<file path="config.mk">
export PLATFORM = sky130hd
export DESIGN_NAME = voice_allocator
export DESIGN_NICKNAME = d
export VERILOG_FILES = /design/src/rtl/voice_allocator.sv
export SDC_FILE = /design/constraint.sdc
export NUM_CORES = 1
export LEC_CHECK = 0
export ABC_AREA = 1
export CAP_MARGIN = 20
export CORE_ASPECT_RATIO = 1.5
export CORE_UTILIZATION = 50
export CTS_BUF_LIST = sky130_fd_sc_hd__clkbuf_8
export DETAILED_ROUTE_END_ITERATION = 7
export HOLD_SLACK_MARGIN = 0.15
export PLACE_DENSITY = 0.76
export SLEW_MARGIN = 20
export SYNTH_ARGS = -nofsm -noshare
export SYNTH_HDL_FRONTEND = slang
export SYNTH_SLANG_ARGS = --single-unit
</file>
<file path="constraint.sdc">
create_clock -name i_clk -period 3.6 [get_ports i_clk]
set_input_delay 0.54 -clock i_clk [delete_from_list [all_inputs] [get_ports i_clk]]
set_output_delay 0.54 -clock i_clk [all_outputs]
set_load 0.03 [all_outputs]
</file>
<file path="src/rtl/voice_allocator.sv">
// ---------------------------------------------------------------------------
// voice_allocator
//
// Purpose:
//   Maps MIDI note events onto a pool of NUM_VOICES synth voices. A per-voice
//   table (active flag, key, saturating age) is searched one voice per clock.
//   A note-on reuses a voice already holding the key, otherwise takes the
//   lowest free voice, otherwise steals the oldest voice. A note-off releases
//   the voice holding the key. Each accepted event yields at most one write
//   command towards the voice datapath.
//
// Build option:
//   VOICE_STEAL_EN - when defined, a note-on that finds neither a matching nor
//                    a free voice steals the oldest one (o_steal pulses).
//                    When undefined, such a note-on is dropped and o_steal
//                    is tied low.
//
// Ports:
//   i_clk, i_reset        clock, synchronous active-high reset
//   i_note_valid          event present
//   o_note_ready          block can accept an event (high only in IDLE)
//   i_note_on             1 = note-on, 0 = note-off
//   i_note_key            MIDI key number
//   i_tuning_code         phase increment for the key
//   i_velocity            MIDI velocity (0 on a note-on means note-off)
//   o_voice_wr            one-cycle write strobe
//   o_voice_index         target voice
//   o_voice_gate          1 = start/retrigger, 0 = release
//   o_voice_tuning        tuning code for the target voice
//   o_voice_velocity      velocity (0 on release)
//   o_active_mask         bit v = voice v gated
//   o_steal               pulse with o_voice_wr when a voice was stolen
//   o_drop                pulse when an event produces no write
//
// Timing: event accepted in cycle T, SCAN in T+1..T+NUM_VOICES, write/drop
// strobe in T+NUM_VOICES+1, ready again in T+NUM_VOICES+2.
// ---------------------------------------------------------------------------
module voice_allocator #(
    parameter int NUM_VOICES = 8,
    parameter int AGE_W      = 8,
    localparam int VI_W      = (NUM_VOICES > 1) ? $clog2(NUM_VOICES) : 1
) (
    input  logic                  i_clk,
    input  logic                  i_reset,
    input  logic                  i_note_valid,
    output logic                  o_note_ready,
    input  logic                  i_note_on,
    input  logic [6:0]            i_note_key,
    input  logic [31:0]           i_tuning_code,
    input  logic [6:0]            i_velocity,
    output logic                  o_voice_wr,
    output logic [VI_W-1:0]       o_voice_index,
    output logic                  o_voice_gate,
    output logic [31:0]           o_voice_tuning,
    output logic [6:0]            o_voice_velocity,
    output logic [NUM_VOICES-1:0] o_active_mask,
    output logic                  o_steal,
    output logic                  o_drop
);

    localparam logic [1:0] ST_IDLE  = 2'd0;
    localparam logic [1:0] ST_SCAN  = 2'd1;
    localparam logic [1:0] ST_WRITE = 2'd2;

    localparam logic [AGE_W-1:0] AGE_MAX = {AGE_W{1'b1}};

    // FSM and latched event
    logic [1:0]      state_reg;
    logic [VI_W-1:0] scan_idx_reg;
    logic            on_lat_reg;      // effective note-on (velocity != 0)
    logic [6:0]      key_lat_reg;
    logic [31:0]     tuning_lat_reg;
    logic [6:0]      vel_lat_reg;

    // Search candidates accumulated across the scan
    logic            match_found_reg, match_found_next;
    logic [VI_W-1:0] match_idx_reg,   match_idx_next;
    logic            free_found_reg,  free_found_next;
    logic [VI_W-1:0] free_idx_reg,    free_idx_next;
`ifdef VOICE_STEAL_EN
    logic             old_found_reg, old_found_next;
    logic [VI_W-1:0]  old_idx_reg,   old_idx_next;
    logic [AGE_W-1:0] old_age_reg,   old_age_next;
    logic             steal_reg;
    logic             dec_steal;
`endif

    // Voice table
    logic [NUM_VOICES-1:0]            active_reg, active_next;
    logic [NUM_VOICES-1:0][6:0]       key_tab_reg, key_tab_next;
    logic [NUM_VOICES-1:0][AGE_W-1:0] age_reg, age_next;

    // Output registers
    logic            voice_wr_reg;
    logic            drop_reg;
    logic [VI_W-1:0] voice_index_reg;
    logic            voice_gate_reg;
    logic [31:0]     voice_tuning_reg;
    logic [6:0]      voice_vel_reg;

    // Decision taken on the last scan cycle, using the candidates that
    // already include the voice being examined in that cycle.
    logic            dec_write;
    logic            dec_gate;
    logic [VI_W-1:0] dec_index;

    logic            cur_active;
    logic [6:0]      cur_key;
    logic            scan_last;

    assign cur_active = active_reg[scan_idx_reg];
    assign cur_key    = key_tab_reg[scan_idx_reg];
    assign scan_last  = (scan_idx_reg == VI_W'(NUM_VOICES - 1));

    // -----------------------------------------------------------------------
    // Candidate update for the voice currently under examination
    // -----------------------------------------------------------------------
    always_comb begin
        match_found_next = match_found_reg;
        match_idx_next   = match_idx_reg;
        free_found_next  = free_found_reg;
        free_idx_next    = free_idx_reg;
        if (!match_found_reg && cur_active && (cur_key == key_lat_reg)) begin
            match_found_next = 1'b1;
            match_idx_next   = scan_idx_reg;
        end
        if (!free_found_reg && !cur_active) begin
            free_found_next = 1'b1;
            free_idx_next   = scan_idx_reg;
        end
    end

`ifdef VOICE_STEAL_EN
    // Strictly-greater compare keeps the lowest index on equal ages.
    always_comb begin
        old_found_next = old_found_reg;
        old_idx_next   = old_idx_reg;
        old_age_next   = old_age_reg;
        if (cur_active && (!old_found_reg || (age_reg[scan_idx_reg] > old_age_reg))) begin
            old_found_next = 1'b1;
            old_idx_next   = scan_idx_reg;
            old_age_next   = age_reg[scan_idx_reg];
        end
    end
`endif

    // -----------------------------------------------------------------------
    // Allocation policy
    // -----------------------------------------------------------------------
    always_comb begin
        dec_write = 1'b0;
        dec_gate  = 1'b0;
        dec_index = '0;
`ifdef VOICE_STEAL_EN
        dec_steal = 1'b0;
`endif
        if (on_lat_reg) begin
            if (match_found_next) begin
                dec_write = 1'b1;
                dec_gate  = 1'b1;
                dec_index = match_idx_next;
            end else if (free_found_next) begin
                dec_write = 1'b1;
                dec_gate  = 1'b1;
                dec_index = free_idx_next;
            end
`ifdef VOICE_STEAL_EN
            else if (old_found_next) begin
                dec_write = 1'b1;
                dec_gate  = 1'b1;
                dec_index = old_idx_next;
                dec_steal = 1'b1;
            end
`endif
        end else if (match_found_next) begin
            dec_write = 1'b1;
            dec_gate  = 1'b0;
            dec_index = match_idx_next;
        end
    end

    // -----------------------------------------------------------------------
    // FSM, event latch, candidates and output registers
    // -----------------------------------------------------------------------
    always_ff @(posedge i_clk) begin
        if (i_reset) begin
            state_reg        <= ST_IDLE;
            scan_idx_reg     <= '0;
            on_lat_reg       <= 1'b0;
            key_lat_reg      <= '0;
            tuning_lat_reg   <= '0;
            vel_lat_reg      <= '0;
            match_found_reg  <= 1'b0;
            match_idx_reg    <= '0;
            free_found_reg   <= 1'b0;
            free_idx_reg     <= '0;
            voice_wr_reg     <= 1'b0;
            drop_reg         <= 1'b0;
            voice_index_reg  <= '0;
            voice_gate_reg   <= 1'b0;
            voice_tuning_reg <= '0;
            voice_vel_reg    <= '0;
        end else begin
            voice_wr_reg <= 1'b0;
            drop_reg     <= 1'b0;
            case (state_reg)
                ST_IDLE: begin
                    if (i_note_valid) begin
                        on_lat_reg      <= i_note_on && (i_velocity != 7'd0);
                        key_lat_reg     <= i_note_key;
                        tuning_lat_reg  <= i_tuning_code;
                        vel_lat_reg     <= i_velocity;
                        match_found_reg <= 1'b0;
                        free_found_reg  <= 1'b0;
                        scan_idx_reg    <= '0;
                        state_reg       <= ST_SCAN;
                    end
                end
                ST_SCAN: begin
                    match_found_reg <= match_found_next;
                    match_idx_reg   <= match_idx_next;
                    free_found_reg  <= free_found_next;
                    free_idx_reg    <= free_idx_next;
                    if (scan_last) begin
                        state_reg    <= ST_WRITE;
                        voice_wr_reg <= dec_write;
                        drop_reg     <= !dec_write;
                        if (dec_write) begin
                            voice_index_reg  <= dec_index;
                            voice_gate_reg   <= dec_gate;
                            voice_tuning_reg <= tuning_lat_reg;
                            voice_vel_reg    <= dec_gate ? vel_lat_reg : 7'd0;
                        end
                    end else begin
                        scan_idx_reg <= scan_idx_reg + VI_W'(1);
                    end
                end
                ST_WRITE: begin
                    state_reg <= ST_IDLE;
                end
                default: begin
                    state_reg <= ST_IDLE;
                end
            endcase
        end
    end

`ifdef VOICE_STEAL_EN
    always_ff @(posedge i_clk) begin
        if (i_reset) begin
            old_found_reg <= 1'b0;
            old_idx_reg   <= '0;
            old_age_reg   <= '0;
            steal_reg     <= 1'b0;
        end else begin
            steal_reg <= 1'b0;
            if ((state_reg == ST_IDLE) && i_note_valid) begin
                old_found_reg <= 1'b0;
            end else if (state_reg == ST_SCAN) begin
                old_found_reg <= old_found_next;
                old_idx_reg   <= old_idx_next;
                old_age_reg   <= old_age_next;
                if (scan_last) begin
                    steal_reg <= dec_steal;
                end
            end
        end
    end
    assign o_steal = steal_reg;
`else
    assign o_steal = 1'b0;
`endif

    // -----------------------------------------------------------------------
    // Table update, applied at the end of the WRITE cycle so that
    // o_active_mask changes on the cycle after the strobe.
    // -----------------------------------------------------------------------
    logic table_upd;
    assign table_upd = (state_reg == ST_WRITE) && voice_wr_reg;

    generate
        for (genvar gi = 0; gi < NUM_VOICES; gi++) begin : g_voice
            logic hit;
            assign hit = (voice_index_reg == VI_W'(gi));

            assign active_next[gi]  = (table_upd && hit) ? voice_gate_reg : active_reg[gi];
            assign key_tab_next[gi] = (table_upd && hit && voice_gate_reg) ? key_lat_reg
                                                                           : key_tab_reg[gi];
            // Ages move only on note-on writes: target restarts at zero,
            // other gated voices grow until they saturate.
            assign age_next[gi] = !(table_upd && voice_gate_reg) ? age_reg[gi] :
                                  hit                             ? '0 :
                                  (active_reg[gi] && (age_reg[gi] != AGE_MAX))
                                                                  ? age_reg[gi] + AGE_W'(1)
                                                                  : age_reg[gi];
        end
    endgenerate

    always_ff @(posedge i_clk) begin
        if (i_reset) begin
            active_reg  <= '0;
            key_tab_reg <= '0;
            age_reg     <= '0;
        end else begin
            active_reg  <= active_next;
            key_tab_reg <= key_tab_next;
            age_reg     <= age_next;
        end
    end

    assign o_note_ready     = (state_reg == ST_IDLE);
    assign o_voice_wr       = voice_wr_reg;
    assign o_drop           = drop_reg;
    assign o_voice_index    = voice_index_reg;
    assign o_voice_gate     = voice_gate_reg;
    assign o_voice_tuning   = voice_tuning_reg;
    assign o_voice_velocity = voice_vel_reg;
    assign o_active_mask    = active_reg;

endmodule

</file>
* Word-level counts from Yosys, hierarchy flattened
Cells that the tools add are included.
** Word-level totals
- Flip-flop bits (word level) :: 169
- Logic and storage cells :: 112
** Cells by class
- Add/subtract/negate cells :: 1
- Order comparisons :: 1
- Eq/ne operators :: 14
- Mux-type cells :: 27
- Bitwise operators :: 2
- Reduce and logical (&&, ||, !) cells :: 35
** Operators by type and width (count)
- $mux W3 :: 8
- $bmux W7 S3 :: 1
- $logic_and A1 B1 Y1 :: 21
- $eq A3 B3 Y1 const B :: 5
- $mux W7 :: 2
- $mux W1 :: 9
- $eq A7 B7 Y1 :: 1
- $reduce_bool A7 Y1 :: 1
- $eq A3 B2 Y1 const B :: 2
- $ne A2 B2 Y1 const B :: 3
- $pmux W3 S2 :: 1
- $reduce_and A2 Y1 :: 3
- $reduce_and A3 Y1 :: 2
- $logic_not A1 Y1 :: 4
- $lt A3 B4 Y1 const B :: 1
- $mux W2 :: 2
- $pmux W1 S2 :: 2
- $pmux W2 S2 :: 1
- $add A3 B1 Y3 const B :: 1
- $bmux W1 S3 :: 1
- $eq A3 B1 Y1 const B :: 1
- $logic_not A3 Y1 :: 1
- $reduce_or A3 Y1 :: 1
- $eq A2 B1 Y1 const B :: 1
- 4 further kinds :: 5

* Longest topological paths before layout
Gate-level depths: netlist (run 1).
- Word-level depth :: 9
- Depth in mapped cells :: 19

* Least setup slack after synthesis (run 1)
Ideal clock, no wire load.
- Kind :: register to register
- From :: register scan_idx_reg[0]
- To :: register voice_tuning_reg[16] (netlist: o_voice_tuning[16])
- Data arrival time :: 1.812 ns
- Slack :: 1.672 ns
- Cell stages (with the launch flop) :: 18
- Buffers on the path :: 3
- Period minus slack after synthesis :: 1.928 ns
- Cell sequence :: dfxtp_1 buf_6 inv_6 buf_6 nand2_1 nand3_1 nand2_1 nand2_2 nand3_1 nor2_1 nand2_1 nor2_4 nand2_4 nand3_2 nand2_4 buf_2 o21ai_0 nor2_1
** Between the ends
- Word-level cells in the longest chain between the ends :: 9
- Elaborated cells between the ends (all ways) :: 17
- Classes of those cells :: eq/ne (2); mux (10); reduce/logical (5)
** Ends and longest elaborated chain
- from (decl) :: RTL line 69 : logic [VI_W-1:0] scan_idx_reg;
- from (signal assigned) :: RTL line 235 : scan_idx_reg <= scan_idx_reg + VI_W'(1);
- branches (longest 8 deep; another with $bmux W7 S3)
- $reduce_and A3 Y1 (no source line) (*)
- to (signal assigned) :: RTL line 231 : voice_tuning_reg <= tuning_lat_reg;
- to (decl) :: RTL line 98 : logic [31:0] voice_tuning_reg;
Every way passes the cells marked *. The select of a mux whose other input is x is not followed.
A chain may end at the register's enable or synchronous reset.

* Final worst setup path (run 1)
- From :: register scan_idx_reg[0]
- To :: register voice_tuning_reg[18] (netlist: o_voice_tuning[18])
Same word-level chain as after synthesis.

==> flow_metrics.py, run 1 <==
metrics = {
    "placement": {
        "io_buffers": 103,
        "placedCellCount": 1174,
        "pre_cts_slack_ns": 0.3739,
        "place_congestion": 0.9105,
        "post-dp-hpwl_um": 10700,
    },
    "critical_path": {
        "cpMostUsedCell": "nand2_1",
        "cp.arrival_ns": 3.22,
        "critPathMaxFanout": 44,
        "regToRegEndpoint": "o_voice_tuning[18]",
        "crit_path_top_delay_cell": "dfxtp_1",
        "worstSetupStartpointType": "flip-flop",
        "r2r_start": "scan_idx_reg[0]",
        "cp-end-kind": "flip-flop",
        "reg2reg_slack_ns": 0.72,
        "path_cells": "buf_12 -> nand2_1 -> nand3_1 -> nand3_1 -> nand2_1 -> nand2_1 -> nand2_1 -> inv_1 -> nand2_1 -> nor2_4 -> nand2_4 -> nand3_2 -> nand2_4 -> inv_4 -> nor2_1 -> nor2_1",
        "ff2ff_path_depth": 16,
        "slowest_delay_ns": 0.64,
        "cp.required_ns": 3.94,
        "worstSetupPathType": "flip-flop to flip-flop",
    },
    "drt": {
        "vias": 6179,
        "drt-vias-per-instance": 5.124,
        "dr.pass1.iters": 7,
        "drc_errors": 0,
        "routed_wl_um": 15950,
        "avgRoutedWirePerCell_um": 13.23,
        "antenna_left": 0,
        "drtIter0Drc": 256,
    },
    "global_routing": {
        "grt_pass1_vias": 5678,
        "grt_max_degree": 52,
        "antenna_found_initial": 0,
        "grt_pass1_wl_um": 26650,
        "grt_usage_pct": 22.96,
        "grt_overflow_total": 0,
    },
    "synth": {
        "yosys.area.top_type": "dfxtp_1",
        "syn_area_per_cell_um2": 7.228,
        "synth_edf_count": 0,
        "ys_ff_latch": 169,
        "synth_mux_area_share_pct": 0,
        "synth_cell_type_count": 31,
        "synthFlopType": "dfxtp_1",
        "seq_area_frac_synth_pct": 48.81,
        "yosys-top-cells-area": "dfxtp_1 49%, nor2_1 10%, o21ai_0 10%",
        "synth_nets": 1011,
        "synth_compound_area_share_pct": 17.35,
        "yosys_warnings": 0,
        "syn-instance-count": 959,
        "yosys.area_share.simple_pct": 24.10,
        "synth_xor_area_share_pct": 0,
        "synthAdderAreaFrac_pct": 0.3610,
        "synthArstFlopShare_pct": 0,
        "netlist_area_um2": 6932,
        "synth_top_area_share_pct": 48.81,
        "synth_top_family_by_area": "simple AND/OR/NAND/NOR gates",
    },
    "timing": {
        "setup_viol_count_final": 0,
        "min_period_ns": 2.878,
        "slew_headroom_pct": 44.58,
        "worst_pin_slew_ns": 0.8283,
        "fin_ws_ns": 0.7223,
        "slew_viol_final": 0,
        "hold_violations": 0,
        "period_share_pct": 79.94,
        "finClkSkew_ns": 0.01928,
        "fin_hold_ws_ns": 0.4506,
        "rsz0062_at_grt": "no",
        "max_freq_ghz": 0.3475,
        "tns_ns": 0,
    },
    "clock_tree": {
        "post_cts_buffers": 0,
        "cts_sinks": 169,
        "h-tree-depth": 4,
        "insertion_delay_ns": 0.45,
        "cts_inserted_buffers": 17,
        "cts_tree": "built",
        "clock_path_buffers": 2,
        "cts_root_buf": "clkbuf_8",
        "clk_pin_slew_ns": 0.09,
    },
    "final_layout": {
        "drive_gt1_share_pct": 5.172,
        "multi_input_area_um2": 2902,
        "seq_area_um2": 3383,
        "diodes": 0,
        "fillCellCount": 1247,
        "stdcell_count": 1206,
        "layout.nets": 1083,
        "largest_reg_flops": 56,
        "utilization_pct": 61.80,
        "areaGrowthSynthToFinish_pct": 20.65,
    },
    "min_path": {
        "hold_class": "flip-flop to flip-flop",
        "whs_path_depth": 2,
        "hold_start": "key_tab_reg[7]",
        "hold_end": "key_tab_reg[7]",
    },
    "die": {
        "chipWidth_um": 98.14,
        "io_pins": 105,
        "rows": 52,
        "initial_utilization_pct": 51.22,
        "die_y_um": 146.2,
        "die_area_um2": 14350,
        "core_um2": 13530,
    },
    "pwr": {
        "switching_share_pct": 27.81,
        "p_sw_mw": 1.024,
        "power.density_nw_per_um2": 440.0,
        "power_frac_seq_pct": 53.4,
        "p_int_mw": 2.657,
        "p_leak_nw": 3.315,
        "clkPwrFrac_pct": 37.0,
        "comb_power_share_pct": 9.6,
        "peakVddDrop_mv": 0.2208,
    },
    "status": {
        "status": "finished clean",
    },
    "run": {
        "maxCapViolCount": 0,
    },
}
[worst max-delay path: cells and delay by family, from the launching register on]
| kind | cells | cell delay [ns] |
|---|---|---|
| and+or+nand+nor | 13 | 1.59 |
| DFF | 1 | 0.64 |
| buffers and inverters | 3 | 0.53 |
[repair_timing]
item                                    in CTS  in global routing
endpoints found under the setup margin       0                  3
resized for setup                            0                  1
hold buffers                                 0                  0
endpoints found under the hold margin        0                  0
[cells in the final DEF, fill, tap and decap left out, drive strengths merged]
master / count
a21oi: 80
and3: 1
buf: 9
bufinv: 1
clkbuf: 17
clkdlybuf4s50: 103
clkinv: 6
conb: 1
dfxtp: 169
ha: 2
inv: 96
nand2: 133
nand3: 55
nand3b: 1
nand4: 14
nor2: 197
nor3: 1
o211ai: 5
o21ai: 151
o41ai: 1
or4: 1
[per-layer routing]
metal | up-vias | global-route usage, % | wire, µm
met5 | - | 0 | 0
met4 | 0 | 10.90 | 411
met3 | 32 | 6.750 | 1042
met2 | 168 | 39.12 | 7942
met1 | 2740 | 26.23 | 6554
li1 | 3239 | - | -
[logic make-up (layout without fill, tap and decap cells)]
kind of cell               count (synthesis)  after routing
DFF                                      169            169
AOI/OAI and AO/OA                        237            237
adders and majority gates                  2              2
other                                      1              1
and+or+nand+nor                          403            403
buffers and inverters                    147            232
[metrics by stage]
step	area, µm²	power (mW)
floorplan	6932	2.253
global placement	7948	2.355
detailed placement	7948	2.362
CTS	8362	3.712
global route	8363	3.854
finish	8363	3.680
[cell usage after synthesis (2+ instances only)]
cell type	instances
clkbuf_1	37
o21ai_0	138
buf_6	8
dfxtp_1	169
nor2_2	2
nand3_1	54
o211ai_1	5
buf_4	5
nand2_1	130
inv_1	82
inv_2	3
nand2_4	2
a21oi_1	80
o21ai_1	13
buf_2	8
nor2_1	193
nand4_1	14
ha_1	2
nor2_4	2
[power by group through the flow]
stage | clock network, mW | logic (mW) | registers, mW
6_report | 1.36 | 0.354 | 1.96
2_1_floorplan | 0 | 0.265 | 1.99
4_1_cts | 1.39 | 0.356 | 1.96
3_5_place_dp | 0 | 0.354 | 2.01
5_1_grt | 1.48 | 0.406 | 1.97
3_3_place_gp | 0 | 0.349 | 2.01
[cell type report]
type                            instances  share of cell area [%]
Clock buffer                           17                   2.798
Clock inverter                         15                   2.154
Tap cell                              162                   2.424
Timing Repair Buffer                  112                   13.44
Inverter                               88                   4.039
Multi-Input combinational cell        643                   34.69
Sequential cell                       169                   40.45
[worst max-delay path by stage]
stage	from	end	slack (ns)	depth (start not counted)
after floorplan	scan_idx_reg[0]	o_voice_tuning[16]	1.67	17
after global placement	scan_idx_reg[0]	o_voice_tuning[22]	0.42	16
after detailed placement	scan_idx_reg[0]	o_voice_tuning[7]	0.37	16
after CTS	scan_idx_reg[0]	o_voice_tuning[18]	0.37	16
after global routing	scan_idx_reg[0]	o_voice_tuning[31]	0.37	16
final	scan_idx_reg[0]	o_voice_tuning[18]	0.72	16
Power figures use the tool's default switching activity.
==> run 2, diff against run 1 <==
--- a/config.mk
+++ b/config.mk
@@ -12,7 +12,7 @@
 export CTS_BUF_LIST = sky130_fd_sc_hd__clkbuf_8
 export DETAILED_ROUTE_END_ITERATION = 7
 export HOLD_SLACK_MARGIN = 0.15
-export PLACE_DENSITY = 0.76
+export PLACE_DENSITY = 0.79
 export SLEW_MARGIN = 20
 export SYNTH_ARGS = -nofsm -noshare
 export SYNTH_HDL_FRONTEND = slang
==> constraint.sdc (replaced) <==
create_clock -name i_clk -period 2.35 [get_ports i_clk]
set_input_delay 0.3525 -clock i_clk [delete_from_list [all_inputs] [get_ports i_clk]]
set_output_delay 0.3525 -clock i_clk [all_outputs]
set_load 0.03 [all_outputs]
==> run 2 against run 1 <==
  * Setup slack got worse by 0.59 ns
  * Core utilization rose by 1.4 points
  * Register-to-register slack got worse by 0.59 ns
  * Global-route usage fell by 0.62 points
  * Largest cell class unchanged
  * Critical path depth rose by 1
  * Non-clock buffer count rose by 18
  * Highest routed layer unchanged
  * Via count rose by 2.1%
==> flow_metrics.py, run 2 (synthesized netlist as in run 1, its figures left out) <==
metrics = {
    "status": {
        "status": "finished clean",
    },
    "critical_path": {
        "cp-end-kind": "flip-flop",
        "cp.arrival_ns": 2.56,
        "cp.required_ns": 2.69,
        "slowest_delay_ns": 0.36,
        "critical_path_buf_inv_count": 4,
        "crit_path_top_delay_cell": "dfxtp_2",
        "crit_family": "simple AND/OR/NAND/NOR gates",
        "critPathMaxFanout": 27,
        "reg2reg_slack_ns": 0.13,
        "path_cells": "buf_12 -> inv_16 -> nand2_1 -> nand3_1 -> nand3_1 -> nand2_1 -> nand2_1 -> nand2_1 -> inv_1 -> nand2_1 -> nor2_4 -> nand2_4 -> nand3_2 -> nand2_4 -> clkbuf_16 -> o21ai_0 -> nor2_1",
        "cpMostUsedCell": "nand2_1",
        "regToRegEndpoint": "o_voice_tuning[24]",
        "worstSetupStartpointType": "flip-flop",
        "path_depth": 17,
        "worstSetupPathType": "flip-flop to flip-flop",
        "r2r_start": "scan_idx_reg[0]",
        "ff2ff_path_depth": 17,
    },
    "timing": {
        "fin_hold_ws_ns": 0.4518,
        "max_freq_ghz": 0.4513,
        "hold_violations": 0,
        "min_period_ns": 2.216,
        "worst_pin_slew_ns": 0.5800,
        "period_share_pct": 94.30,
        "slew_viol_final": 0,
        "finClkSkew_ns": 0.01275,
        "slew_headroom_pct": 61.23,
        "rsz0062_at_grt": "yes",
        "setup_viol_count_final": 0,
        "tns_ns": 0,
    },
    "clock_tree": {
        "clock_path_buffers": 2,
        "insertion_delay_ns": 0.44,
        "cts_root_buf": "clkbuf_8",
        "cts_inserted_buffers": 17,
        "h-tree-depth": 4,
        "cts_tree": "built",
        "clk_pin_slew_ns": 0.09,
        "cts_sinks": 169,
    },
    "drt": {
        "drtIter0Drc": 312,
        "dr.pass1.iters": 7,
        "drc_errors": 0,
        "antenna_left": 0,
        "wl_met1_um": 6698,
        "route.met2.wl_um": 8286,
        "drt-vias-per-instance": 5.160,
        "routed_wl_um": 16320,
        "route.met3.wl_um": 1051,
        "top_layer": "met4",
        "vias": 6311,
        "avgRoutedWirePerCell_um": 13.35,
    },
    "final_layout": {
        "stdcell_count": 1223,
        "fillCellCount": 1252,
        "multi_input_area_um2": 2918,
        "areaGrowthSynthToFinish_pct": 23.32,
        "drive_gt1_share_pct": 7.446,
        "diodes": 0,
        "final_cell_mix": "193 x nor2_1, 167 x dfxtp_1, 130 x nand2_1",
        "layout.nets": 1101,
        "seq_area_um2": 3386,
        "largest_reg_flops": 56,
        "mostFrequentLayoutCell": "nor2_1",
    },
    "placement": {
        "place_congestion": 0.8909,
        "placedCellCount": 1187,
        "io_buffers": 103,
        "post-dp-hpwl_um": 11100,
    },
    "global_routing": {
        "antenna_found_initial": 0,
        "grt_max_degree": 73,
        "grt_pass1_wl_um": 26010,
        "grt_pass1_vias": 5581,
        "grt_usage_pct": 22.34,
        "grt_overflow_total": 0,
    },
    "run": {
        "maxCapViolCount": 0,
    },
    "die": {
        "die_y_um": 146.2,
        "rows": 52,
        "chipWidth_um": 98.14,
        "io_pins": 105,
        "core_um2": 13530,
        "initial_utilization_pct": 51.22,
        "die_area_um2": 14350,
    },
    "pwr": {
        "p_leak_nw": 3.425,
        "power.density_nw_per_um2": 655.2,
        "peakVddDrop_mv": 0.4208,
    },
    "min_path": {
        "whs_path_depth": 2,
        "hold_end": "key_tab_reg[35]",
        "hold_start": "key_tab_reg[35]",
        "hold_class": "flip-flop to flip-flop",
    },
}
## run 2: cell count changes in the layout (fill, tap and decap cells not counted), sizes merged
| cell | delta |
|---|---|
| buf | +17 |
| clkbuf | +2 |
| clkinv | -1 |
| clkinvlp | +2 |
| inv | -3 |
## run 2: layout make-up
class | count | area share, %
sequential | 169 | 39.61
multi-input combinational | 643 | 34.13
timing repair buffer | 130 | 15.22
inverter | 88 | 4.186
clock buffer | 18 | 2.898
tap | 162 | 2.371
clock inverter | 13 | 1.581
## run 2: worst min-delay path, delay by kind of cell (launching register included)
| kind | cells | cell delay [ns] |
|---|---|---|
| AOI/OAI and AO/OA | 1 | 0.05 |
| buffers and inverters | 1 | 0.05 |
| DFF | 1 | 0.32 |
## run 2: timing repair
| item | 4_1_cts | 5_1_grt |
|---|---|---|
| hold buffers | 0 | 0 |
| setup endpoints to repair | 32 | 43 |
| resized for setup | 1 | 22 |
| gates cloned | 0 | 1 |
| pin swaps | 0 | 4 |
| buffers inserted | 0 | 4 |
## run 2: worst max-delay path by stage
stage | start | end | slack (ns)
4_1_cts | scan_idx_reg[0] | o_voice_tuning[17] | 0.1
6_report | scan_idx_reg[0] | o_voice_tuning[24] | 0.13
3_3_place_gp | scan_idx_reg[0] | o_voice_tuning[27] | -0.03
3_5_place_dp | scan_idx_reg[0] | o_voice_tuning[19] | -0.08
5_1_grt | scan_idx_reg[0] | o_voice_tuning[12] | -0.05
2_1_floorplan | scan_idx_reg[0] | o_voice_tuning[16] | 0.42
## run 2: layer usage
layer / vias to the layer above / GRT usage [%]
li1: 3267 / -
met1: 2833 / 25.24
met2: 187 / 39.47
met3: 24 / 6.223
met4: 0 / 8.806
met5: - / 0
## run 2: through the flow
stage	cell area (µm²)	worst slack (ns)	total power, mW	util [%]
CTS	8457	0.09633	5.610	62.49
global placement	8070	-0.02954	3.622	59.63
floorplan	6932	0.4221	3.451	-
finish	8548	0.1340	5.601	63.17
detailed placement	8070	-0.07687	3.635	59.63
global route	8548	-0.05067	5.824	63.17
## run 2: power by group
part / internal (mW) / total [mW] / switching [mW]
registers: 2.94 / 3.01 / 0.0621
clock network: 0.893 / 2.01 / 1.11
logic: 0.250 / 0.590 / 0.340
total: 4.09 / 5.60 / 1.51
